===== src/rtl/alu_issue_stage_pkg.sv =====
`default_nettype none
// ============================================================================
// Module   : alu_pkg
// Purpose  : Shared types for the ALU issue stage and the ALU control
//            decoder: ALU control codes, ALUOp encodings, R-type funct
//            values and the buffered issue-entry record.
// Macros   : ALU_ISSUE_FORWARD_EN adds rs1/rs2 tags to issue_entry_t.
// Revision : 1.0 - initial release
// ============================================================================
package alu_pkg;

    // Operand and register-tag widths carried by an issue entry.
    localparam int ISSUE_DATA_W = 32;
    localparam int ISSUE_REG_AW = 5;

    typedef enum logic [3:0] {
        ALU_AND = 4'b0000,
        ALU_OR  = 4'b0001,
        ALU_ADD = 4'b0010,
        ALU_SUB = 4'b0110,
        ALU_SLT = 4'b0111,
        ALU_BAD = 4'b1111
    } alu_ctrl_e;

    typedef enum logic [1:0] {
        ALUOP_ADD   = 2'b00,
        ALUOP_SUB   = 2'b01,
        ALUOP_RTYPE = 2'b10,
        ALUOP_RSVD  = 2'b11
    } aluop_e;

    localparam logic [5:0] FUNCT_ADD = 6'b100000;
    localparam logic [5:0] FUNCT_SUB = 6'b100010;
    localparam logic [5:0] FUNCT_AND = 6'b100100;
    localparam logic [5:0] FUNCT_OR  = 6'b100101;
    localparam logic [5:0] FUNCT_SLT = 6'b101010;

    typedef struct packed {
        logic [ISSUE_DATA_W-1:0] src1;
        logic [ISSUE_DATA_W-1:0] src2;
        alu_ctrl_e               ctrl;
        logic [ISSUE_REG_AW-1:0] rd;
        logic                    illegal;
`ifdef ALU_ISSUE_FORWARD_EN
        logic [ISSUE_REG_AW-1:0] rs1;
        logic [ISSUE_REG_AW-1:0] rs2;
`endif
    } issue_entry_t;

endpackage
`default_nettype wire


===== src/rtl/alu_issue_stage_if.sv =====
`default_nettype none
// ============================================================================
// Module   : alu_issue_stage_if
// Purpose  : Decode-side and ALU-side handshake/data bundle of the issue
//            stage. slave = the issue stage, master = its environment.
// Ports    : in_*  decode -> stage (valid/ready, operands, ALUOp/funct, rd)
//            out_* stage -> ALU (valid/ready, operands, ctrl, rd, illegal)
// Macros   : ALU_ISSUE_FORWARD_EN adds in_rs1_i/in_rs2_i source tags.
// Revision : 1.0 - initial release
// ============================================================================
interface alu_issue_stage_if #(
    parameter int DATA_W = alu_pkg::ISSUE_DATA_W,
    parameter int REG_AW = alu_pkg::ISSUE_REG_AW
) ();
    logic              in_valid_i;
    logic              in_ready_o;
    logic [DATA_W-1:0] in_src1_i;
    logic [DATA_W-1:0] in_src2_i;
    logic [1:0]        in_aluop_i;
    logic [5:0]        in_funct_i;
    logic [REG_AW-1:0] in_rd_i;
`ifdef ALU_ISSUE_FORWARD_EN
    logic [REG_AW-1:0] in_rs1_i;
    logic [REG_AW-1:0] in_rs2_i;
`endif
    logic              out_valid_o;
    logic              out_ready_i;
    logic [DATA_W-1:0] out_src1_o;
    logic [DATA_W-1:0] out_src2_o;
    logic [3:0]        out_ctrl_o;
    logic [REG_AW-1:0] out_rd_o;
    logic              out_illegal_o;

    modport slave (
        input  in_valid_i, in_src1_i, in_src2_i, in_aluop_i, in_funct_i, in_rd_i,
`ifdef ALU_ISSUE_FORWARD_EN
        input  in_rs1_i, in_rs2_i,
`endif
        output in_ready_o,
        output out_valid_o, out_src1_o, out_src2_o, out_ctrl_o, out_rd_o, out_illegal_o,
        input  out_ready_i
    );

    modport master (
        output in_valid_i, in_src1_i, in_src2_i, in_aluop_i, in_funct_i, in_rd_i,
`ifdef ALU_ISSUE_FORWARD_EN
        output in_rs1_i, in_rs2_i,
`endif
        input  in_ready_o,
        input  out_valid_o, out_src1_o, out_src2_o, out_ctrl_o, out_rd_o, out_illegal_o,
        output out_ready_i
    );
endinterface
`default_nettype wire


===== src/rtl/alu_issue_stage_ctrl_dec.sv =====
`default_nettype none
// ============================================================================
// Module   : alu_ctrl_dec
// Purpose  : Combinational ALUOp/funct -> 4-bit ALU control decoder.
//            Undecodable combinations yield ALU_BAD with illegal=1.
// Ports    : aluop   in  2  ALUOp from main control
//            funct   in  6  instruction funct field
//            ctrl    out 4  ALU control code
//            illegal out 1  combination not decodable
// Revision : 1.0 - initial release
// ============================================================================
module alu_ctrl_dec
    import alu_pkg::*;
(
    input  logic [1:0] aluop,
    input  logic [5:0] funct,
    output alu_ctrl_e  ctrl,
    output logic       illegal
);
    always_comb begin
        ctrl    = ALU_BAD;
        illegal = 1'b1;
        case (aluop)
            ALUOP_ADD: begin ctrl = ALU_ADD; illegal = 1'b0; end
            ALUOP_SUB: begin ctrl = ALU_SUB; illegal = 1'b0; end
            ALUOP_RTYPE: begin
                illegal = 1'b0;
                case (funct)
                    FUNCT_ADD: ctrl = ALU_ADD;
                    FUNCT_SUB: ctrl = ALU_SUB;
                    FUNCT_AND: ctrl = ALU_AND;
                    FUNCT_OR:  ctrl = ALU_OR;
                    FUNCT_SLT: ctrl = ALU_SLT;
                    default: begin ctrl = ALU_BAD; illegal = 1'b1; end
                endcase
            end
            default: begin ctrl = ALU_BAD; illegal = 1'b1; end
        endcase
    end
endmodule
`default_nettype wire


===== src/rtl/alu_issue_stage.sv =====
`default_nettype none
// ============================================================================
// Module   : alu_issue_stage
// Purpose  : Issue stage in front of the ALU. Decodes ALUOp/funct at capture
//            and holds up to two operations (main + skid) so in_ready_o is a
//            pure function of registered occupancy.
// Ports    : clk_i    in  clock, rising edge
//            rst_n_i  in  asynchronous active-low reset
//            flush_i  in  drop all buffered and incoming operations
//            bus      slave modport of alu_issue_stage_if (in_*/out_*)
//            wb_*     writeback bypass (ALU_ISSUE_FORWARD_EN only)
// Macros   : ALU_ISSUE_FORWARD_EN - enables writeback forwarding into
//            buffered operands via in_rs1_i/in_rs2_i and wb_* ports.
// Revision : 1.0 - initial release
// ============================================================================
module alu_issue_stage
    import alu_pkg::*;
#(
    parameter int DATA_W = ISSUE_DATA_W,   // must equal ISSUE_DATA_W
    parameter int REG_AW = ISSUE_REG_AW    // must equal ISSUE_REG_AW
) (
    input  logic              clk_i,
    input  logic              rst_n_i,
    input  logic              flush_i,
`ifdef ALU_ISSUE_FORWARD_EN
    input  logic              wb_valid_i,
    input  logic [REG_AW-1:0] wb_rd_i,
    input  logic [DATA_W-1:0] wb_data_i,
`endif
    alu_issue_stage_if.slave  bus
);
    localparam logic [1:0] S_EMPTY = 2'd0;
    localparam logic [1:0] S_ONE   = 2'd1;
    localparam logic [1:0] S_TWO   = 2'd2;

    logic [1:0]        r_state;
    logic [1:0]        w_state_nxt;
    logic              w_out_valid;
    logic              w_in_ready;
    logic              w_accept;
    logic              w_retire;
    issue_entry_t      r_main;
    issue_entry_t      r_skid;
    issue_entry_t      w_new_raw;
    issue_entry_t      w_new;
    issue_entry_t      w_main_fwd;
    issue_entry_t      w_skid_fwd;
    alu_ctrl_e         w_dec_ctrl;
    logic              w_dec_illegal;
    logic [DATA_W-1:0] w_in_src1;
    logic [DATA_W-1:0] w_in_src2;
    logic [REG_AW-1:0] w_in_rd;

    assign w_in_src1 = bus.in_src1_i;
    assign w_in_src2 = bus.in_src2_i;
    assign w_in_rd   = bus.in_rd_i;

    alu_ctrl_dec u_dec (
        .aluop   (bus.in_aluop_i),
        .funct   (bus.in_funct_i),
        .ctrl    (w_dec_ctrl),
        .illegal (w_dec_illegal)
    );

    always_comb begin
        w_new_raw         = '0;
        w_new_raw.src1    = w_in_src1;
        w_new_raw.src2    = w_in_src2;
        w_new_raw.ctrl    = w_dec_ctrl;
        w_new_raw.rd      = w_in_rd;
        w_new_raw.illegal = w_dec_illegal;
`ifdef ALU_ISSUE_FORWARD_EN
        w_new_raw.rs1     = bus.in_rs1_i;
        w_new_raw.rs2     = bus.in_rs2_i;
`endif
    end

    // Writeback bypass: a matching non-zero source tag takes the value being
    // written back this cycle, so buffered operands never go stale.
    function automatic issue_entry_t fwd(input issue_entry_t e);
        issue_entry_t r;
        r = e;
`ifdef ALU_ISSUE_FORWARD_EN
        if (wb_valid_i && (wb_rd_i != '0)) begin
            if (e.rs1 == wb_rd_i) r.src1 = wb_data_i;
            if (e.rs2 == wb_rd_i) r.src2 = wb_data_i;
        end
`endif
        return r;
    endfunction

    assign w_new      = fwd(w_new_raw);
    assign w_main_fwd = fwd(r_main);
    assign w_skid_fwd = fwd(r_skid);

    assign w_accept = bus.in_valid_i & w_in_ready;
    assign w_retire = w_out_valid & bus.out_ready_i;

    // State register
    always_ff @(posedge clk_i or negedge rst_n_i) begin
        if (!rst_n_i) r_state <= S_EMPTY;
        else          r_state <= w_state_nxt;
    end

    // Next-state logic
    always_comb begin
        w_state_nxt = r_state;
        if (flush_i) begin
            w_state_nxt = S_EMPTY;
        end else begin
            case (r_state)
                S_EMPTY: if (w_accept) w_state_nxt = S_ONE;
                S_ONE: begin
                    if (w_accept && !w_retire)      w_state_nxt = S_TWO;
                    else if (!w_accept && w_retire) w_state_nxt = S_EMPTY;
                end
                S_TWO:   if (w_retire) w_state_nxt = S_ONE;
                default: w_state_nxt = S_EMPTY;
            endcase
        end
    end

    // Output logic: occupancy alone drives both handshake outputs
    always_comb begin
        w_out_valid = (r_state == S_ONE) || (r_state == S_TWO);
        w_in_ready  = (r_state != S_TWO);
    end

    // Entry data. Loads are gated only by occupancy; during a flush a load
    // may land in an entry that becomes invalid, which is harmless.
    always_ff @(posedge clk_i or negedge rst_n_i) begin
        if (!rst_n_i) begin
            r_main <= '0;
            r_skid <= '0;
        end else begin
            r_main <= w_main_fwd;
            r_skid <= w_skid_fwd;
            case (r_state)
                S_EMPTY: if (w_accept) r_main <= w_new;
                S_ONE: begin
                    if (w_accept && w_retire) r_main <= w_new;
                    else if (w_accept)        r_skid <= w_new;
                end
                S_TWO:   if (w_retire) r_main <= w_skid_fwd;
                default: ;
            endcase
        end
    end

    assign bus.in_ready_o    = w_in_ready;
    assign bus.out_valid_o   = w_out_valid;
    assign bus.out_src1_o    = r_main.src1;
    assign bus.out_src2_o    = r_main.src2;
    assign bus.out_ctrl_o    = r_main.ctrl;
    assign bus.out_rd_o      = r_main.rd;
    assign bus.out_illegal_o = r_main.illegal;
endmodule
`default_nettype wire


===== src/flat_wrapper.sv =====
// flat-port wrapper written by rule: the top's interface ports become plain ports
module alu_issue_stage_flat import alu_pkg::*;
#(
    parameter int DATA_W = ISSUE_DATA_W,                             
    parameter int REG_AW = ISSUE_REG_AW                              
)
  (clk_i, rst_n_i, flush_i, bus_in_valid_i, bus_in_src1_i, bus_in_src2_i, bus_in_aluop_i, bus_in_funct_i, bus_in_rd_i, bus_in_ready_o, bus_out_valid_o, bus_out_src1_o, bus_out_src2_o, bus_out_ctrl_o, bus_out_rd_o, bus_out_illegal_o, bus_out_ready_i);
  alu_issue_stage_if #(.DATA_W(DATA_W), .REG_AW(REG_AW)) bus_i ();
  input  logic clk_i;
  input  logic rst_n_i;
  input  logic flush_i;
  input wire logic [$bits(bus_i.in_valid_i)-1:0] bus_in_valid_i;
  input wire logic [$bits(bus_i.in_src1_i)-1:0] bus_in_src1_i;
  input wire logic [$bits(bus_i.in_src2_i)-1:0] bus_in_src2_i;
  input wire logic [$bits(bus_i.in_aluop_i)-1:0] bus_in_aluop_i;
  input wire logic [$bits(bus_i.in_funct_i)-1:0] bus_in_funct_i;
  input wire logic [$bits(bus_i.in_rd_i)-1:0] bus_in_rd_i;
  output wire logic [$bits(bus_i.in_ready_o)-1:0] bus_in_ready_o;
  output wire logic [$bits(bus_i.out_valid_o)-1:0] bus_out_valid_o;
  output wire logic [$bits(bus_i.out_src1_o)-1:0] bus_out_src1_o;
  output wire logic [$bits(bus_i.out_src2_o)-1:0] bus_out_src2_o;
  output wire logic [$bits(bus_i.out_ctrl_o)-1:0] bus_out_ctrl_o;
  output wire logic [$bits(bus_i.out_rd_o)-1:0] bus_out_rd_o;
  output wire logic [$bits(bus_i.out_illegal_o)-1:0] bus_out_illegal_o;
  input wire logic [$bits(bus_i.out_ready_i)-1:0] bus_out_ready_i;
  assign bus_i.in_valid_i = bus_in_valid_i;
  assign bus_i.in_src1_i = bus_in_src1_i;
  assign bus_i.in_src2_i = bus_in_src2_i;
  assign bus_i.in_aluop_i = bus_in_aluop_i;
  assign bus_i.in_funct_i = bus_in_funct_i;
  assign bus_i.in_rd_i = bus_in_rd_i;
  assign bus_in_ready_o = bus_i.in_ready_o;
  assign bus_out_valid_o = bus_i.out_valid_o;
  assign bus_out_src1_o = bus_i.out_src1_o;
  assign bus_out_src2_o = bus_i.out_src2_o;
  assign bus_out_ctrl_o = bus_i.out_ctrl_o;
  assign bus_out_rd_o = bus_i.out_rd_o;
  assign bus_out_illegal_o = bus_i.out_illegal_o;
  assign bus_i.out_ready_i = bus_out_ready_i;
  alu_issue_stage #(.DATA_W(DATA_W), .REG_AW(REG_AW)) u_core (.clk_i(clk_i), .rst_n_i(rst_n_i), .flush_i(flush_i), .bus(bus_i));
endmodule

===== config.mk =====
export PLATFORM = sky130hd
export DESIGN_NAME = alu_issue_stage_flat
export DESIGN_NICKNAME = d
export VERILOG_FILES = /design/src/rtl/alu_issue_stage_pkg.sv /design/src/rtl/alu_issue_stage_if.sv /design/src/rtl/alu_issue_stage_ctrl_dec.sv /design/src/rtl/alu_issue_stage.sv /design/src/flat_wrapper.sv
export SDC_FILE = /design/constraint.sdc
export NUM_CORES = 1
export LEC_CHECK = 0
export CAP_MARGIN = 20
export CORE_MARGIN = 2
export CORE_UTILIZATION = 49
export DETAILED_ROUTE_END_ITERATION = 8
export HOLD_SLACK_MARGIN = 0.02
export PLACE_DENSITY = 0.8
export SLEW_MARGIN = 20
export SYNTH_ARGS = -nofsm -noshare
export SYNTH_HDL_FRONTEND = slang
export SYNTH_SLANG_ARGS = --single-unit

===== constraint.sdc =====
create_clock -name clk_i -period 3.3 [get_ports clk_i]
set_input_delay 0.99 -clock clk_i [delete_from_list [all_inputs] [get_ports clk_i]]
set_output_delay 0.99 -clock clk_i [all_outputs]
set_load 0.05 [all_outputs]

Word-level counts from Yosys, hierarchy flattened

Cells that the tools add are included.

Word-level logic and storage cells: 58
Bits of input ports: 82
Output and inout bits: 76
Register bits: 150

Reductions and logical operators: 14
Mux-type cells: 14
Equal/unequal tests: 16
Bitwise gates (word level): 3

Operators by type and width:

| kind                 | count |
|---|---|
| $mux W74             | 3 |
| $pmux W74 S3         | 1 |
| $eq A6 B6 Y1 const B | 5 |
| $pmux W4 S5          | 1 |
| $pmux W4 S3          | 1 |
| $mux W2              | 5 |
| $ne A3 B2 Y1 const B | 2 |
| $pmux W2 S3          | 1 |
| $reduce_and A3 Y1    | 2 |
| $reduce_or A5 Y1     | 1 |
| $eq A2 B1 Y1 const B | 2 |
| $eq A2 B2 Y1 const B | 2 |
| $logic_not A2 Y1     | 2 |
| $ne A2 B1 Y1 const B | 2 |
| $ne A2 B2 Y1 const B | 2 |
| $ne A4 B2 Y1 const B | 1 |
| $reduce_and A4 Y1    | 1 |
| $logic_and A1 B1 Y1  | 3 |
| $reduce_bool A3 Y1   | 1 |
| $and A1 B1 Y1        | 2 |
| $logic_not A1 Y1     | 2 |
| $pmux W1 S2          | 1 |
| $reduce_or A2 Y1     | 1 |
| $logic_or A1 B1 Y1   | 1 |
| 2 further kinds      | 2 |

Longest topological paths before layout

Depth in word-level cells: 8
Mapped depth: 12
Gate-level depth less buffers: 9

By module

From an unflattened synthesis, not the netlist that was laid out.

Cells, all modules: 534
Area, all modules: 6706.4 µm²

By module, submodules not included:

| module          | cells each | sequential area each (µm²) | area each (µm²) | instances |
|---|---|---|---|---|
| alu_issue_stage | 521        | 3753.6                     | 6617.6          | 1 |
| alu_ctrl_dec    | 13         | 0.0                        | 88.8            | 1 |

Worst setup path before layout

OpenSTA, ideal clock, no wires.

Path type: flip-flop to flip-flop
From: register u_core.r_state[0]
To: register u_core.r_main, in the netlist u_core.bus.out_rd_o[0]
Setup time: 0.126 ns
Data arrival time: 2.417 ns
Data required time: 3.174 ns
Slack: 0.757 ns
Stages on the path, launching flop included: 11
Clock period less this slack: 2.543 ns
Buffers on the path: 2
Cell sequence: dfrtp_1 > inv_1 > ha_1 > nand2_1 > inv_1 > ha_1 > nor2b_1 > a2111oi_4 > buf_2 > buf_2 > a21oi_1

Cells in the longest elaborated chain, start to end: 6
Elaborated cells between the ends (all ways): 14
Those cells by class: eq/ne (6); mux (1); bitwise (2); reduce/logical (5)

Ends and longest elaborated chain:

| element                                             | line                   | RTL |
|---|---|---|
| from (decl)                                         | alu_issue_stage.sv:36  | `logic [1:0] r_state;` |
| from (signal assigned)                              | alu_issue_stage.sv:102 | `else r_state <= w_state_nxt;` |
| $eq A2 B1 Y1 / $eq A2 B2 Y1 (equally long branches) | alu_issue_stage.sv:125 | `w_out_valid = (r_state == S_ONE) \|\| (r_state == S_TWO);` |
| $logic_or A1 B1 Y1 *                                | alu_issue_stage.sv:125 |  |
| net bus_out_valid_o                                 | flat_wrapper.sv:19     | `output wire logic [$bits(bus_i.out_valid_o)-1:0] bus_out_valid_o;` |
| $and A1 B1 Y1 *                                     | alu_issue_stage.sv:97  | `assign w_retire = w_out_valid & bus.out_ready_i;` |
| $logic_and A1 B1 Y1                                 | alu_issue_stage.sv:141 | `if (w_accept && w_retire) r_main <= w_new;` |
| $ne A2 B2 Y1 (no source line)                       | -                      |  |
| $reduce_and A4 Y1 (no source line) *                | -                      |  |
| to (signal assigned)                                | alu_issue_stage.sv:139 | `S_EMPTY: if (w_accept) r_main <= w_new;` |
| to (signal assigned)                                | alu_issue_stage.sv:141 |  |
| to (signal assigned)                                | alu_issue_stage.sv:144 | `S_TWO: if (w_retire) r_main <= w_skid_fwd;` |
| to (decl)                                           | alu_issue_stage.sv:42  | `issue_entry_t r_main;` |

Mark *: on every way through the listed nets, which the timed path passes. The rest lies on a longest branch.
A chain may end at the register's enable or synchronous reset.

Final worst setup path

From: register u_core.r_state[1]
To: output port bus_out_valid_o

Cells in the longest elaborated chain, start to end: 2
Elaborated cells between the ends (all ways): 3
Those cells by class: eq/ne (2); reduce/logical (1)

Ends and longest elaborated chain:

| element                                             | line |
|---|---|
| $eq A2 B1 Y1 / $eq A2 B2 Y1 (equally long branches) | alu_issue_stage.sv:125 |
| $logic_or A1 B1 Y1 *                                | alu_issue_stage.sv:125 |
| to (decl)                                           | flat_wrapper.sv:19 |

Mark *: on every way between the ends. The rest lies on a longest branch, timed or not.

==> reports/results.txt <==
initial detailed-routing violation count: 391
CTS buffer count: 17
first-pass GRT wire length: 25600 microns
IO buf count: 157
Clock Pin Slew Worst Setup and Hold Paths: 0.06 ns
Worst slew margin: 36.9%
Mapped Nets: 750
Post-synth top cells: 218 x nand2_1, 148 x dfrtp_1, 72 x nor2_1
drt drc: 0
gr usage total: 23.0%
final hold violations: 0
Worst Hold Path Cells: 2
via count: 5152
fin crit share: 93.4%
Worst-Skew Late Latency: 0.41 ns
Rows: 41
initial core utilization: 50.2%
arrival time worst endpoint: 2.09 ns
hold_buf cts: 0
# IOs: 158
Die X: 118 microns
Design Power: 9.56 mW
WL/cell: 15.5 microns
leading area contributor after synthesis: dfrtp_1
endpoints failing setup: 0
register bit total from synthesis: 148
Layout Skew: 0.00487 ns
hpwl dp: 10400 microns
via/cell ratio: 5.17
status: completed
Synth Warn #: 0
GRT overflow: 0
ys flop type: dfrtp_1
leak pwr: 3.84 nW
CTS Buffer Depth: 2
syn_area_per_cell: 9.57 sq um
vias in the first global route: 5308
nature of the critical path startpoint: flop
RSZ-0062 raised after global routing: false
H-tree depth: 4
post-synthesis sequential area ratio: 58.4%
Tmin final: 3.08 ns
Routed Antenna Nets: 0
Core ar.: 12600 sq um
clk sinks: 148
P&R area growth vs syn: 37.4%
Critical Path RT: 2.31 ns
synthesized cell area: 6340 sq um
Yosys top cell area share: 58.4%
top-count cell post-synth: nand2_1
FMAX: 0.324 GHz
Die Area: 13900 sq um
Worst R2R Path Depth: 8
filler instances: 973
Cell Pwr Density: 1100 nW/um^2
Post-synth EDFFs: 0
max-slew violation count: 0
Synth area leaders: dfrtp_1 58%, nand2_1 13%, mux2i_1 11%, a21oi_1 5.6%, nor2_1 4.3%
Resized cells post-CTS: 0
VDD IR max: 0.000595 V
CTS tree: built
Post-CTS Setup Inserts: 0
largest net degree at the start of global routing: 93
setup TNS: 0 ns
multi-input logic area: 2460 sq um
CTS root buffer: clkbuf_16
Mapped Cells: 662
Final #Nets: 900
Worst Tran Pin Value: 0.946 ns
Post-synth ARST share: 100%
# Max-Cap Violations: 0
Routed WL: 15400 microns
Ant. Diodes: 0
Final Util: 69.0%
Hold Path Class: flop to flop
layout cells sized above 1: 6.18%
Worst setup EP type: output port
Crit Path Class: flop to output port
Synth cell types: 29
Register Area: 3700 sq um
RePlAce Congestion: 0.828
die height: 118 microns
First-pass DRT Iterations: 5
CP max FO: 4
initial antenna violation count: 0
stage by stage:
stage	setup WS (ns)	hold WS (ns)	cell area (sq um)	instances
after floorplan	0.757	0.445	6340	662
after global routing	0.167	0.493	8700	997
after global placement	0.197	0.456	8130	965
after CTS	0.233	0.476	8700	997
final	0.217	0.473	8700	997
after detailed placement	0.0880	0.462	8130	965
report_power, final:
| part | switching, mW | internal (mW) | leakage [nW] |
|---|---|---|---|
| clock | 0.690 | 1.16 | 0.282 |
| combinational | 3.01 | 1.52 | 1.81 |
| sequential | 0.492 | 2.69 | 1.75 |
| total | 4.19 | 5.37 | 3.84 |
sequential cells by signal, summed over array words and instances, names as in the netlist:
name and cells:
u_core.r_skid 73, u_core.bus.out_src2_o 32, u_core.bus.out_src1_o 32, u_core.bus.out_rd_o 5, u_core.r_state 2, u_core.bus.out_ctrl_o 4
routing by layer:
| metal | vias up | part of all wire, % | global-route usage (%) |
|---|---|---|---|
| li1 | 2457 | - | - |
| met1 | 2504 | 43 | 28.9 |
| met2 | 164 | 48 | 37.8 |
| met3 | 27 | 7.1 | 7.51 |
| met4 | 0 | 1.7 | 7.68 |
| met5 | - | 0 | 0 |
cell families (layout without fill, tap and decap cells):
| kind of cell | count (synthesis) | count (layout) | share of synthesized area, % |
|---|---|---|---|
| adders and majority gates | 6 | 6 | 1.18 |
| muxes | 70 | 70 | 11.1 |
| DFF | 148 | 148 | 58.4 |
| AOI/OAI and AO/OA | 85 | 85 | 7.40 |
| buffers and inverters | 47 | 210 | 3.00 |
| and+or+nand+nor | 306 | 306 | 18.9 |
layout by cell type, fill, tap and decap left out, types with 5 or more instances in the layout:
| cell type | count |
|---|---|
| buf_4 | 12 |
| ha_1 | 5 |
| clkbuf_16 | 17 |
| dfrtp_1 | 148 |
| clkbuf_1 | 6 |
| clkbuf_8 | 6 |
| a21oi_1 | 71 |
| nand2_1 | 217 |
| nor2_1 | 72 |
| mux2i_1 | 69 |
| clkdlybuf4s50_1 | 155 |
| inv_1 | 6 |
| o21ai_0 | 5 |
final timing paths:
path | start | to | slack, ns
worst max-delay path | u_core.r_state[1] | bus_out_valid_o | 0.22
min in group asynchronous | rst_n_i | u_core.bus.out_src1_o[6] | 0.49
worst min register to register | u_core.r_skid[30] | u_core.r_skid[30] | 0.47
worst min-delay path | u_core.r_skid[30] | u_core.r_skid[30] | 0.47
worst max register to register | u_core.r_state[0] | u_core.r_state[0] | 0.71
max in group asynchronous | rst_n_i | u_core.r_skid[15] | 2.01
critical path, stage by stage, from the launching register on:
cell and delay, ns:
dfrtp_1 0.43, inv_1 0.11, ha_1 0.32, clkdlybuf4s50_1 0.82
final cells by class:
cell class / instances / share of cell area, %
clock buffer: 29 / 6.09
clock inverter: 3 / 0.460
inverter: 6 / 0.259
multi-input combinational: 467 / 28.3
sequential: 148 / 42.5
tap: 172 / 2.47
timing repair buffer: 172 / 19.9
(Power assumes the default switching activity.)
